===== src/rtl/seg7_monitor.sv =====
// Receive-side monitor for a gfedcba segment bus: decodes each sampled pattern back to a
// hex digit, infers the counting direction and flags illegal patterns and sequence breaks.
module seg7_monitor #(
   parameter int unsigned MODULO = 6,
   parameter int unsigned ERR_W  = 8
) (
   input  logic             clk,
   input  logic             reset,
   input  logic             seg_valid,
   input  logic [6:0]       segs,
   output logic [3:0]       digit,
   output logic             digit_ok,
   output logic             dir_out,
   output logic             locked,
   output logic             seq_err,
   output logic             invalid_pat,
   output logic [ERR_W-1:0] err_count
);

   localparam logic [3:0] MaxVal = 4'(MODULO - 1);

   typedef enum logic [1:0] {StIdle, StFirst, StLocked} state_e;

   state_e           state_q, state_d;
   logic [3:0]       last_q, last_d;
   logic             dir_q, dir_d;
   logic             seq_err_q, seq_err_d;
   logic             inv_q, inv_d;
   logic [ERR_W-1:0] err_q, err_d;

   logic       hit, legal, bump;
   logic [3:0] dec_val, inc, dec, fwd, bwd;

   always_comb begin
      hit     = 1'b1;
      dec_val = 4'h0;
      case (segs)
         7'b0111111: dec_val = 4'h0;
         7'b0000110: dec_val = 4'h1;
         7'b1011011: dec_val = 4'h2;
         7'b1001111: dec_val = 4'h3;
         7'b1100110: dec_val = 4'h4;
         7'b1101101: dec_val = 4'h5;
         7'b1111101: dec_val = 4'h6;
         7'b0000111: dec_val = 4'h7;
         7'b1111111: dec_val = 4'h8;
         7'b1101111: dec_val = 4'h9;
         7'b1110111: dec_val = 4'ha;
         7'b1111100: dec_val = 4'hb;
         7'b0111001: dec_val = 4'hc;
         7'b1011110: dec_val = 4'hd;
         7'b1111001: dec_val = 4'he;
         7'b1110001: dec_val = 4'hf;
         default:    hit     = 1'b0;
      endcase
   end

   assign legal = hit && ({1'b0, dec_val} < 5'(MODULO));
   assign inc   = (last_q == MaxVal) ? 4'h0 : last_q + 4'h1;
   assign dec   = (last_q == 4'h0) ? MaxVal : last_q - 4'h1;
   // With MODULO = 2 fwd == bwd, so the forward (up) reading always wins.
   assign fwd   = dir_q ? dec : inc;
   assign bwd   = dir_q ? inc : dec;

   always_ff @(posedge clk) begin
      if (reset) begin
         state_q   <= StIdle;
         last_q    <= 4'h0;
         dir_q     <= 1'b0;
         seq_err_q <= 1'b0;
         inv_q     <= 1'b0;
         err_q     <= '0;
      end else begin
         state_q   <= state_d;
         last_q    <= last_d;
         dir_q     <= dir_d;
         seq_err_q <= seq_err_d;
         inv_q     <= inv_d;
         err_q     <= err_d;
      end
   end

   always_comb begin
      state_d   = state_q;
      last_d    = last_q;
      dir_d     = dir_q;
      seq_err_d = 1'b0;
      inv_d     = 1'b0;
      err_d     = err_q;
      bump      = 1'b0;
      if (seg_valid) begin
         if (!legal) begin
            inv_d   = 1'b1;
            bump    = 1'b1;
            state_d = StIdle;
         end else begin
            last_d = dec_val;
            unique case (state_q)
               StIdle: state_d = StFirst;
               StFirst: begin
                  if (dec_val != last_q) begin
                     if (dec_val == inc) begin
                        dir_d   = 1'b0;
                        state_d = StLocked;
                     end else if (dec_val == dec) begin
                        dir_d   = 1'b1;
                        state_d = StLocked;
                     end
                  end
               end
               StLocked: begin
                  if (dec_val != last_q && dec_val != fwd) begin
                     if (dec_val == bwd) begin
                        dir_d = ~dir_q;
                     end else begin
                        seq_err_d = 1'b1;
                        bump      = 1'b1;
                        state_d   = StFirst;
                     end
                  end
               end
               default: state_d = StIdle;
            endcase
         end
      end
      if (bump && !(&err_q)) err_d = err_q + ERR_W'(1);
   end

   always_comb begin
      digit       = last_q;
      digit_ok    = (state_q != StIdle);
      locked      = (state_q == StLocked);
      dir_out     = dir_q;
      seq_err     = seq_err_q;
      invalid_pat = inv_q;
      err_count   = err_q;
   end

endmodule


===== config.mk =====
export PLATFORM = sky130hd
export DESIGN_NAME = seg7_monitor
export DESIGN_NICKNAME = d
export VERILOG_FILES = /design/src/rtl/seg7_monitor.sv
export SDC_FILE = /design/constraint.sdc
export NUM_CORES = 1
export LEC_CHECK = 0
export CAP_MARGIN = 40
export CORE_ASPECT_RATIO = 1.1
export CORE_MARGIN = 3
export CORE_UTILIZATION = 30
export CTS_CLUSTER_SIZE = 20
export DETAILED_ROUTE_END_ITERATION = 8
export PLACE_DENSITY = 0.52
export SLEW_MARGIN = 20
export SYNTH_ARGS = -nofsm -noshare
export SYNTH_HDL_FRONTEND = slang
export SYNTH_SLANG_ARGS = --single-unit
export TNS_END_PERCENT = 1

===== constraint.sdc =====
create_clock -name clk -period 10.4 [get_ports clk]
set_clock_uncertainty 0.15 [all_clocks]
set_input_delay 2.6 -clock clk [delete_from_list [all_inputs] [get_ports clk]]
set_output_delay 2.6 -clock clk [all_outputs]
set_load 0.05 [all_outputs]

; ---- After elaboration in Yosys (flattened, before gate mapping)
; Index checks and enable logic that the tools add are counted.
[classes]
reduce_logical = 15
n_addsub = 3
muxes = 25
n_lt_le_gt_ge = 1
n_eq_ne = 32
bitwise = 3
[op_table]
columns = op, count
row1 = "== test 7 bit, second input constant", 12
row2 = case mux 4 bit (15 select lines), 1
row3 = 2-to-1 mux 4 bit, 4
row4 = OR reduction 16 bit, 1
row5 = "== test 7 x 3 -> 1 bit, second input constant", 2
row6 = "== test 7 x 6 -> 1 bit, second input constant", 2
row7 = == test 4 bit, 3
row8 = 2-to-1 mux 1 bit, 12
row9 = 2-to-1 mux 2 bit, 6
row10 = "inequality test 3 bit, second input constant", 3
row11 = "adder 8 x 1 -> 8 bit, second input constant", 1
row12 = inequality test 4 bit, 2
row13 = AND reduction 8 bit, 1
row14 = AND reduction 7 bit, 1
row15 = case mux 2 bit (3 select lines), 1
row16 = AND reduction 5 bit, 1
row17 = "adder 4 x 1 -> 4 bit, second input constant", 1
row18 = "== test 4 x 3 -> 1 bit, second input constant", 1
row19 = logical NOT 4 bit, 1
row20 = "< comparator 4 x 3 -> 1 bit, second input constant", 1
row21 = "inequality test 2 x 1 -> 1 bit, second input constant", 2
row22 = "inequality test 4 bit, second input constant", 1
row23 = nonzero test 2 bit, 2
row24 = "subtractor 4 x 1 -> 4 bit, second input constant", 1
row25 = other kinds (12), 16
[totals]
out_inout_bits = 17
regBits = 17
in_bits = 10

; ---- Depth between registers and ports, before layout
; Gate-level depths: netlist of run 1.
[logic_depth]
word_depth = 10
ltp_mapped = 12

; ---- Least setup slack after synthesis of run 1
; Ideal clock, no wire load.
[synth_timing]
kind = input-to-reg
start = input port segs[3]
end = register err_q[6], in the netlist err_count[6]
t_arrival_ns = 4.976
path_stages = 10
path_buffers = 2
slack_ns = 5.203
t_required_ns = 10.179
cell_sequence = buf_2 > or4_1 > o211ai_4 > xnor2_1 > a221oi_1 > a31o_1 > o31a_1 > buf_6 > or3_1 > a21oi_1
[synth_between]
elab_chain_len = 9
[synth_lines]
columns = item, line_no
row1 = from (decl), 10  ; input logic [6:0] segs,
row2 = "== test 7 bit, or another cell as far along", 37  ; case (segs)
row3 = case mux 4 bit (15 select lines), 37
row4 = == test 4 bit / inequality test 4 bit (equally long branches), "113, 112"
row5 = 2-to-1 mux 1 bit / logical AND 1 bit (equally long branches), "113, 112"
row6 = 2-to-1 mux 1 bit, 112  ; if (dec_val != last_q && dec_val != fwd) begin
row7 = 2-to-1 mux 1 bit, 98  ; unique case (state_q)
row8 = 2-to-1 mux 1 bit *, 92  ; if (!legal) begin
row9 = 2-to-1 mux 1 bit *, 91  ; if (seg_valid) begin
row10 = logical AND 1 bit *, 126  ; if (bump && !(&err_q)) err_d = err_q + ERR_W'(1);
row11 = to (signal assigned), 79  ; err_q <= err_d;
row12 = to (decl), 29  ; logic [ERR_W-1:0] err_q, err_d;
; Mark *: on every way between the ends. The rest lies on a longest branch, timed or not.
; A chain may end at the register's enable or synchronous reset.

; ---- Final worst setup path of run 1
[layout_timing]
start = input port segs[1]
end = register err_q[1], in the netlist err_count[1]
; Same word-level chain as after synthesis.

==> summary.txt, run 1 <==
Logic synthesis
  – Distinct cells, synth: 61
  – Prevailing post-synth register cell: dfxtp_1
  – Sequential share of the synthesized area: 0.189
  – Commonest cells post-synth: dfxtp_1, nand2_1, nand3_1
  – Synth Register Bits: 17
  – Syn nets: 245
  – Area share of the largest cell type after synthesis: 0.189
  – Most numerous cell in the Yosys netlist: dfxtp_1
  – Mapped cell area: 1800 µm²
  – Share of flip-flops with an asynchronous set or reset: 0
  – Yosys warns: 0
  – Cell taking the most area after synthesis: dfxtp_1
  – Top post-synthesis cells by area: dfxtp_1, ha_1, nand3_1, xor2_1, a21oi_1
  – EDFF count, synth: 0
  – Post-Syn Instances: 227
  – Synthesized area per cell: 7.94 µm²

Place
  – Post-DP HPWL: 3480 µm
  – Setup WS pre-CTS: 4230 ps
  – Post-DP Area: 2080 µm²
  – Port buffer count: 26
  – GP Congestion: 0.808
  – Placed instance count: 315

Worst setup path
  – Worst EP required: 10,370 ps
  – Max incr delay on CP: 660 ps
  – Crit path DAT: 5900 ps
  – Crit-path max FO: 16
  – Crit Path Category: in -> reg
  – Crit start category: input pin
  – FF-to-FF setup slack: 6830 ps
  – CP Buf/Inv Count: 1
  – Critical-path top delay cell: clkdlybuf4s50_1
  – CP Capture Type: register
  – CP cell instances: clkdlybuf4s50_1 > nand4b_1 > o32ai_1 > nand3_1 > o31a_1 > a221oi_1 > a31o_1 > o31a_1 > mux2i_1 > nor2_1
  – Most frequent CP cell: o31a_1
  – CP top delay family: compound AO/OA/AOI/OAI gates

Floorplanning
  – Die Y: 87.3 µm
  – I/O pins: 27
  – Die footprint: 6980 µm²
  – Die Wd: 79.9 µm
  – Starting Density: 0.322
  – Core footprint: 5610 µm²
  – FP Rows: 28

Timing
  – Total negative setup slack: 0 ps
  – Final setup viols: 0
  – Max Transition Viols Final: 0
  – Worst setup margin: 4470 ps
  – Fmax achieved: 0.169 GHz
  – Fin crit period: 5930 ps
  – Final hold vios: 0
  – Worst slew pin tran: 699 ps
  – Period utilization: 0.570
  – Unrepaired setup endpoints after global routing: false
  – Hold slack final: 347 ps
  – Max_slew headroom: 0.533

Clocking
  – Clock sinks: 17
  – Postcts setup bufs: 0
  – CTS Buffer Depth: 2
  – Clk Tree Root Cell: clkbuf_8
  – Clock Latency Late Sink: 260 ps
  – CTS tree: done
  – TritonCTS Buffers: 3
  – Post-CTS resize count: 0
  – H-Tree Depth: 1
  – # hold bufs at CTS: 0
  – Reg clk slew, reported paths: 70 ps

Power
  – Max IR drop VDD: 0.0000405 V
  – Leakage power: 0.765 nW
  – Power per cell area: 78.4 nW/µm²

GRT
  – Largest net degree at the start of global routing: 17
  – Overall Global Routing Usage: 0.139
  – Initial antenna violation count: 0
  – First-pass GRT wire length: 7890 µm
  – Vias in the first global route: 1,643
  – GRT overflow: 0

Routing
  – Drt wl/cell: 14.6 µm
  – ANT nets after route: 0
  – Routed WL: 4650 µm
  – DRC: 0
  – Vias per cell: 5.46
  – Via count: 1,742
  – Drt first pass iters: 4
  – DR iter-0 viols: 91

Run status
  – Status: finished clean

Final layout
  – Final net count: 263
  – Area delta synth->final: 17.9%
  – Share of cells above drive strength 1: 0.0533
  – Non-Filler Instances: 319
  – Ant diodes: 0
  – # fillers: 594
  – Post-route cell area: 2130 µm²

Flow run
  – Total of max-cap violations: 0

Worst hold path
  – Min-Delay Path Class: reg -> reg
-- worst min-delay path, stage by stage (launching register included) --
cell	delay, ps
dfxtp_1	330
o31ai_1	70
a21oi_1	50
-- placed cells by master (no fill, tap or decap), types with 4 or more instances in the layout --
cell             count
a211oi_1             4
clkdlybuf4s50_1     26
nor2_1               9
ha_1                 8
a21oi_1             13
nand3_1             14
nor3_1               7
or3b_1               4
and3_1               6
inv_1               11
nand4b_1             4
xnor2_1              6
o21ai_0              8
nand2_1             15
dfxtp_1             17
xor2_1               8
or3_1                7
o21ai_1              4
-- kinds of logic (layout without fill, tap and decap cells) --
group                      count (synthesis)  in the layout  share of synthesized area
xor gates and xnor gates                  14             14                     0.0680
and+or+nand+nor                           90             90                      0.310
muxes                                      5              5                     0.0291
adders and majority gates                  8              8                     0.0555
DFF                                       17             17                      0.189
buffers and inverters                     25             42                     0.0680
AOI/OAI and AO/OA                         68             68                      0.280
-- power breakdown --
part           switching, mW  leakage [nW]  internal [mW]
combinational         0.0285         0.601         0.0180
sequential           0.00250         0.138         0.0667
clock                 0.0243        0.0255         0.0266
-- metal layers --
metal	part of all wire	up-vias	global-route usage
li1	-	895	-
met1	0.48	813	0.186
met2	0.48	31	0.228
met3	0.042	3	0.0300
met4	0.0037	0	0.0307
met5	0	-	0
-- state kept, by name, summed over array words and instances, names as in the netlist --
signal       count
seq_err          1
state_q          2
dir_out          1
invalid_pat      1
err_count        8
digit            4
-- through the flow --
| step | power (mW) | utilization |
|---|---|---|
| after global routing | 0.178 | 0.379 |
| after global placement | 0.117 | 0.371 |
| after floorplan | 0.105 | - |
| final | 0.167 | 0.379 |
| after detailed placement | 0.117 | 0.371 |
| after CTS | 0.170 | 0.379 |
-- path summary, 6_finish.rpt --
| check | startpoint | end | cells after the start |
|---|---|---|---|
| min reg2reg | err_count[7]$_SDFFE_PP0P_ | err_count[7]$_SDFFE_PP0P_ | 2 |
| max reg2reg | digit[1]$_SDFFE_PP0P_ | err_count[7]$_SDFFE_PP0P_ | 11 |
| max | segs[1] | err_count[1]$_SDFFE_PP0P_ | 10 |
| min | err_count[7]$_SDFFE_PP0P_ | err_count[7]$_SDFFE_PP0P_ | 2 |
-- area by class of cell --
| cell class | count | area, µm² | area share |
|---|---|---|---|
| clock buffer | 3 | 41.3 | 0.0194 |
| clock inverter | 1 | 5.00 | 0.00235 |
| inverter | 12 | 45.0 | 0.0212 |
| multi-input combinational | 185 | 1340 | 0.630 |
| sequential | 17 | 340 | 0.160 |
| tap | 75 | 93.8 | 0.0441 |
| timing repair buffer | 26 | 260 | 0.122 |
Power figures use the tool's default switching activity.
==> run 2: changes to the inputs <==
Clock period 10.4 ns to 5.5 ns, I/O delays scaled along.
==> run 2 against run 1 <==
  * Wire length is 3.1% lower
  * Die area unchanged
  * Worst setup slack got worse by 3600 ps
  * Largest cell class unchanged
==> summary.txt, run 2 (synthesis results as in run 1) <==
Worst hold path
  – Worst hold endpoint: err_count[7]$_SDFFE_PP0P_
  – Hold_sp: err_count[7]$_SDFFE_PP0P_
  – Hold depth: 2
  – Min-Delay Path Class: reg -> reg

Final layout
  – Share of cells above drive strength 1: 0.0648
  – Ant diodes: 0
  – Most frequent cells in the layout: clkdlybuf4s50_1, dfxtp_1, nand2_1
  – Final net count: 266
  – Largest register FFs: 8
  – Non-Filler Instances: 322
  – Finished Core Util: 0.383
  – Most common cell after layout, fill and taps aside: clkdlybuf4s50_1
  – Area delta synth->final: 19.2%
  – Post-route cell area: 2150 µm²

Floorplanning
  – I/O pins: 27
  – Die Wd: 79.9 µm
  – FP Rows: 28
  – Core footprint: 5610 µm²
  – Starting Density: 0.322
  – Die Y: 87.3 µm
  – Die footprint: 6980 µm²

Clocking
  – Clock Latency Late Sink: 250 ps
  – Post-CTS resize count: 0
  – Reg clk slew, reported paths: 70 ps
  – CTS Buffer Depth: 2
  – Clk Tree Root Cell: clkbuf_8
  – H-Tree Depth: 1
  – TritonCTS Buffers: 3
  – Clock sinks: 17
  – CTS tree: done
  – Postcts setup bufs: 0
  – # hold bufs at CTS: 0

Routing
  – Vias per cell: 5.41
  – DR iter-0 viols: 73
  – Routed WL: 4500 µm
  – DRC: 0
  – Via count: 1,742
  – Drt wl/cell: 14.0 µm
  – Drt first pass iters: 5
  – ANT nets after route: 0

Worst setup path
  – FF-to-FF setup slack: 1980 ps
  – Crit start category: input pin
  – CP Capture Type: register
  – Crit Path Category: in -> reg
  – Worst reg2reg endpoint: err_count[7]$_SDFFE_PP0P_
  – Worst EP required: 5530 ps
  – Worst Reg-to-Reg Cells: 11
  – Crit-path max FO: 14
  – Crit path DAT: 4620 ps
  – Critical R2R Launch: digit[1]$_SDFFE_PP0P_

Flow run
  – Total of max-cap violations: 0

Timing
  – Fmax achieved: 0.218 GHz
  – Fin crit period: 4600 ps
  – Period utilization: 0.836
  – Worst slew pin tran: 618 ps
  – Max Transition Viols Final: 0
  – Final setup viols: 0
  – Hold slack final: 345 ps
  – Max_slew headroom: 0.586
  – Total negative setup slack: 0 ps
  – Unrepaired setup endpoints after global routing: false
  – Final hold vios: 0

GRT
  – Vias in the first global route: 1,568
  – Largest net degree at the start of global routing: 17
  – First-pass GRT wire length: 7660 µm
  – Overall Global Routing Usage: 0.134
  – Initial antenna violation count: 0
  – GRT overflow: 0

Place
  – GP Congestion: 0.796
  – Post-DP Area: 2100 µm²
  – Port buffer count: 26
  – Placed instance count: 318
  – Post-DP HPWL: 3440 µm

Power
  – Power per cell area: 146 nW/µm²
  – Leakage power: 0.780 nW
  – Max IR drop VDD: 0.0000723 V

Run status
  – Status: finished clean
==> run 2: cell types whose count changed in the layout (fill, tap and decap cells not counted) <==
cell | previous run | this run
buf_4 | 0 | 3
==> run 2: how the worst max path moves through the flow <==
stage | start | end | slack [ps] | cells after the start
floorplan | segs[3] | err_count[6]$_SDFFE_PP0P_ | 1530 | 10
global placement | segs[5] | err_count[7]$_SDFFE_PP0P_ | 650 | 10
detailed placement | segs[4] | err_count[7]$_SDFFE_PP0P_ | 640 | 10
CTS | segs[4] | err_count[7]$_SDFFE_PP0P_ | 890 | 10
global route | segs[5] | err_count[7]$_SDFFE_PP0P_ | 550 | 10
finish | segs[5] | err_count[7]$_SDFFE_PP0P_ | 900 | 10
==> run 2: layout make-up <==
type / count / area (µm²)
tap: 75 / 93.8
timing repair buffer: 29 / 283
clock buffer: 3 / 41.3
multi-input combinational: 185 / 1340
sequential: 17 / 340
clock inverter: 1 / 5.00
inverter: 12 / 45.0
fill: 593 / 3460
==> run 2: per-stage QoR <==
stage          total power [mW]  worst slack, ps
6_report                  0.315              904
5_1_grt                   0.332              552
4_1_cts                   0.318              893
3_5_place_dp              0.222              641
3_3_place_gp              0.222              652
2_1_floorplan             0.198             1530
==> run 2: metal layers <==
layer	routed length [µm]	GRT usage
met5	0	0
met4	14	0.0215
met3	107	0.0217
met2	2120	0.218
met1	2260	0.187
==> run 2: worst max-delay path, cell delays in order <==
cell             delay [ps]
clkdlybuf4s50_1         730
nand3_1                 150
nor4b_2                 390
nand4b_1                200
and2_1                  280
xnor2_1                 140
a31o_1                  230
o31a_1                  460
or4_1                   520
a21oi_1                 140
==> run 2: report_power, final <==
part	leakage [nW]	total, mW	internal [mW]	switching [mW]
logic	0.616	0.0885	0.0352	0.0534
registers	0.138	0.131	0.126	0.00493
clock network	0.0255	0.0951	0.0503	0.0448
==> run 3: changes to the inputs <==
Settings changed: PLACE_DENSITY 0.52 to 0.54.
Clock period 5.5 ns to 4.1 ns, I/O delays scaled along.
==> run 3 against run 2 <==
  * Clock power rose by 30%
  * Sequential cell count did not move
  * Critical endpoint unchanged
  * Final area rose by 15%
  * Critical path type unchanged
  * Cell count rose by 13%
  * Register-to-register slack got worse by 1300 ps
  * Largest power group unchanged
  * Global-route usage rose by 1.1 points
  * Critical path depth did not move
  * First-iteration DRC count rose by 42%
  * Hold slack improved by 5.7 ps
  * Core utilization rose by 5.8 points
==> summary.txt, run 3 (synthesis results as in run 1) <==
Floorplanning
  – Die Wd: 79.9 µm
  – Starting Density: 0.322
  – Die footprint: 6980 µm²
  – FP Rows: 28
  – I/O pins: 27
  – Die Y: 87.3 µm
  – Core footprint: 5610 µm²

Worst setup path
  – Critical R2R Launch: digit[1]$_SDFFE_PP0P_
  – Crit-path max FO: 7
  – Worst Setup SP: segs[5]
  – Crit path DAT: 3950 ps
  – FF-to-FF setup slack: 680 ps
  – CP Capture Type: register
  – Worst reg2reg endpoint: err_count[7]$_SDFFE_PP0P_
  – Worst Reg-to-Reg Cells: 11
  – Worst EP required: 4130 ps
  – Crit Path Category: in -> reg
  – Crit start category: input pin

Flow run
  – Total of max-cap violations: 0

Routing
  – Vias per cell: 5.32
  – ANT nets after route: 0
  – DRC: 0
  – Via count: 1,936
  – Drt wl/cell: 13.5 µm
  – Routed WL: 4910 µm
  – DR iter-0 viols: 104
  – Drt first pass iters: 4

Timing
  – Unrepaired setup endpoints after global routing: false
  – Fin crit period: 3930 ps
  – Worst setup margin: 175 ps
  – Hold slack final: 351 ps
  – Max Transition Viols Final: 0
  – Worst slew pin tran: 642 ps
  – Fmax achieved: 0.255 GHz
  – Period utilization: 0.957
  – Max_slew headroom: 0.567
  – Final hold vios: 0
  – Final setup viols: 0

Clocking
  – TritonCTS Buffers: 3
  – H-Tree Depth: 1
  – Clock Latency Late Sink: 250 ps
  – CTS tree: done
  – Clock sinks: 17
  – CTS Buffer Depth: 2
  – Clk Tree Root Cell: clkbuf_8
  – Reg clk slew, reported paths: 60 ps

Final layout
  – Area delta synth->final: 37.3%
  – Share of cells above drive strength 1: 0.204
  – Most common cell after layout, fill and taps aside: buf_4
  – Finished Core Util: 0.442
  – Final net count: 308
  – Most frequent cells in the layout: buf_4, clkdlybuf4s50_1, dfxtp_1
  – Ant diodes: 0
  – Largest register FFs: 8
  – Non-Filler Instances: 364

Power
  – Leakage power: 1.00 nW
  – Total power: 0.445 mW
  – Max IR drop VDD: 0.000108 V
  – Power per cell area: 180 nW/µm²

Worst hold path
  – Worst hold endpoint: err_count[6]$_SDFFE_PP0P_
  – Min-Delay Path Class: reg -> reg
  – Hold_sp: err_count[6]$_SDFFE_PP0P_
  – Hold depth: 2

GRT
  – GRT overflow: 0
  – Vias in the first global route: 1,813
  – Largest net degree at the start of global routing: 17
  – Initial antenna violation count: 0
  – Overall Global Routing Usage: 0.145
  – First-pass GRT wire length: 8190 µm

Place
  – Post-DP HPWL: 3920 µm
  – Placed instance count: 359
  – GP Congestion: 0.824
  – Port buffer count: 26
  – Setup WS pre-CTS: -96.9 ps

Run status
  – Status: finished clean
-- run 3: changes by cell type in the layout (fill, tap and decap cells not counted), sizes merged --
cell / previous run / this run
clkdlybuf4s50: 26 / 24
dlymetal6s2s: 0 / 2
buf: 3 / 45
-- run 3: worst max-delay path by stage --
stage,to,slack (ps),cells past startpoint
4_1_cts,err_count[7]$_SDFFE_PP0P_,160,11
3_3_place_gp,err_count[4]$_SDFFE_PP0P_,-90,12
5_1_grt,err_count[5]$_SDFFE_PP0P_,20,13
6_report,err_count[7]$_SDFFE_PP0P_,170,10
2_1_floorplan,err_count[6]$_SDFFE_PP0P_,480,10
3_5_place_dp,err_count[4]$_SDFFE_PP0P_,-100,12
-- run 3: power breakdown --
part / leakage (nW) / switching [mW] / total (mW) / internal (mW)
clock: 0.0255 / 0.0564 / 0.124 / 0.0673
sequential: 0.138 / 0.00647 / 0.176 / 0.169
combinational: 0.841 / 0.0777 / 0.146 / 0.0684
-- run 3: metrics by stage --
| step | instance area, µm² | setup TNS [ps] |
|---|---|---|
| detailed placement | 2410 | -634 |
| global route | 2480 | 0 |
| floorplan | 1800 | 0 |
| global placement | 2410 | -462 |
| finish | 2480 | 0 |
| CTS | 2460 | 0 |
-- run 3: final cells by class --
cell class / instances / area, µm²
clock buffer: 3 / 41.3
inverter: 12 / 45.0
multi-input combinational: 185 / 1350
clock inverter: 1 / 5.00
tap: 75 / 93.8
fill: 577 / 3130
sequential: 17 / 340
timing repair buffer: 71 / 603
-- run 3: repair_timing --
item | CTS | global route
buffers inserted | 0 | 1
setup endpoints to repair | 0 | 8
hold endpoints to repair | 0 | 0
resized for setup | 0 | 3
hold buffers | 0 | 0
-- run 3: worst max-delay path: stages --
cell	delay, ps
clkdlybuf4s50_1	450
buf_4	180
or4_1	580
o211ai_4	250
xnor2_1	150
a221oi_1	80
a31o_1	230
o31a_1	370
or4_1	490
a21oi_1	150
-- run 3: metal layers --
layer | vias to the layer above | share of wire | wire length (µm) | global-route usage
met3 | 4 | 0.039 | 192 | 0.0155
met2 | 46 | 0.50 | 2470 | 0.253
met5 | - | 0 | 0 | 0
met1 | 898 | 0.45 | 2220 | 0.185
li1 | 988 | - | - | -
met4 | 0 | 0.0051 | 25 | 0.0445
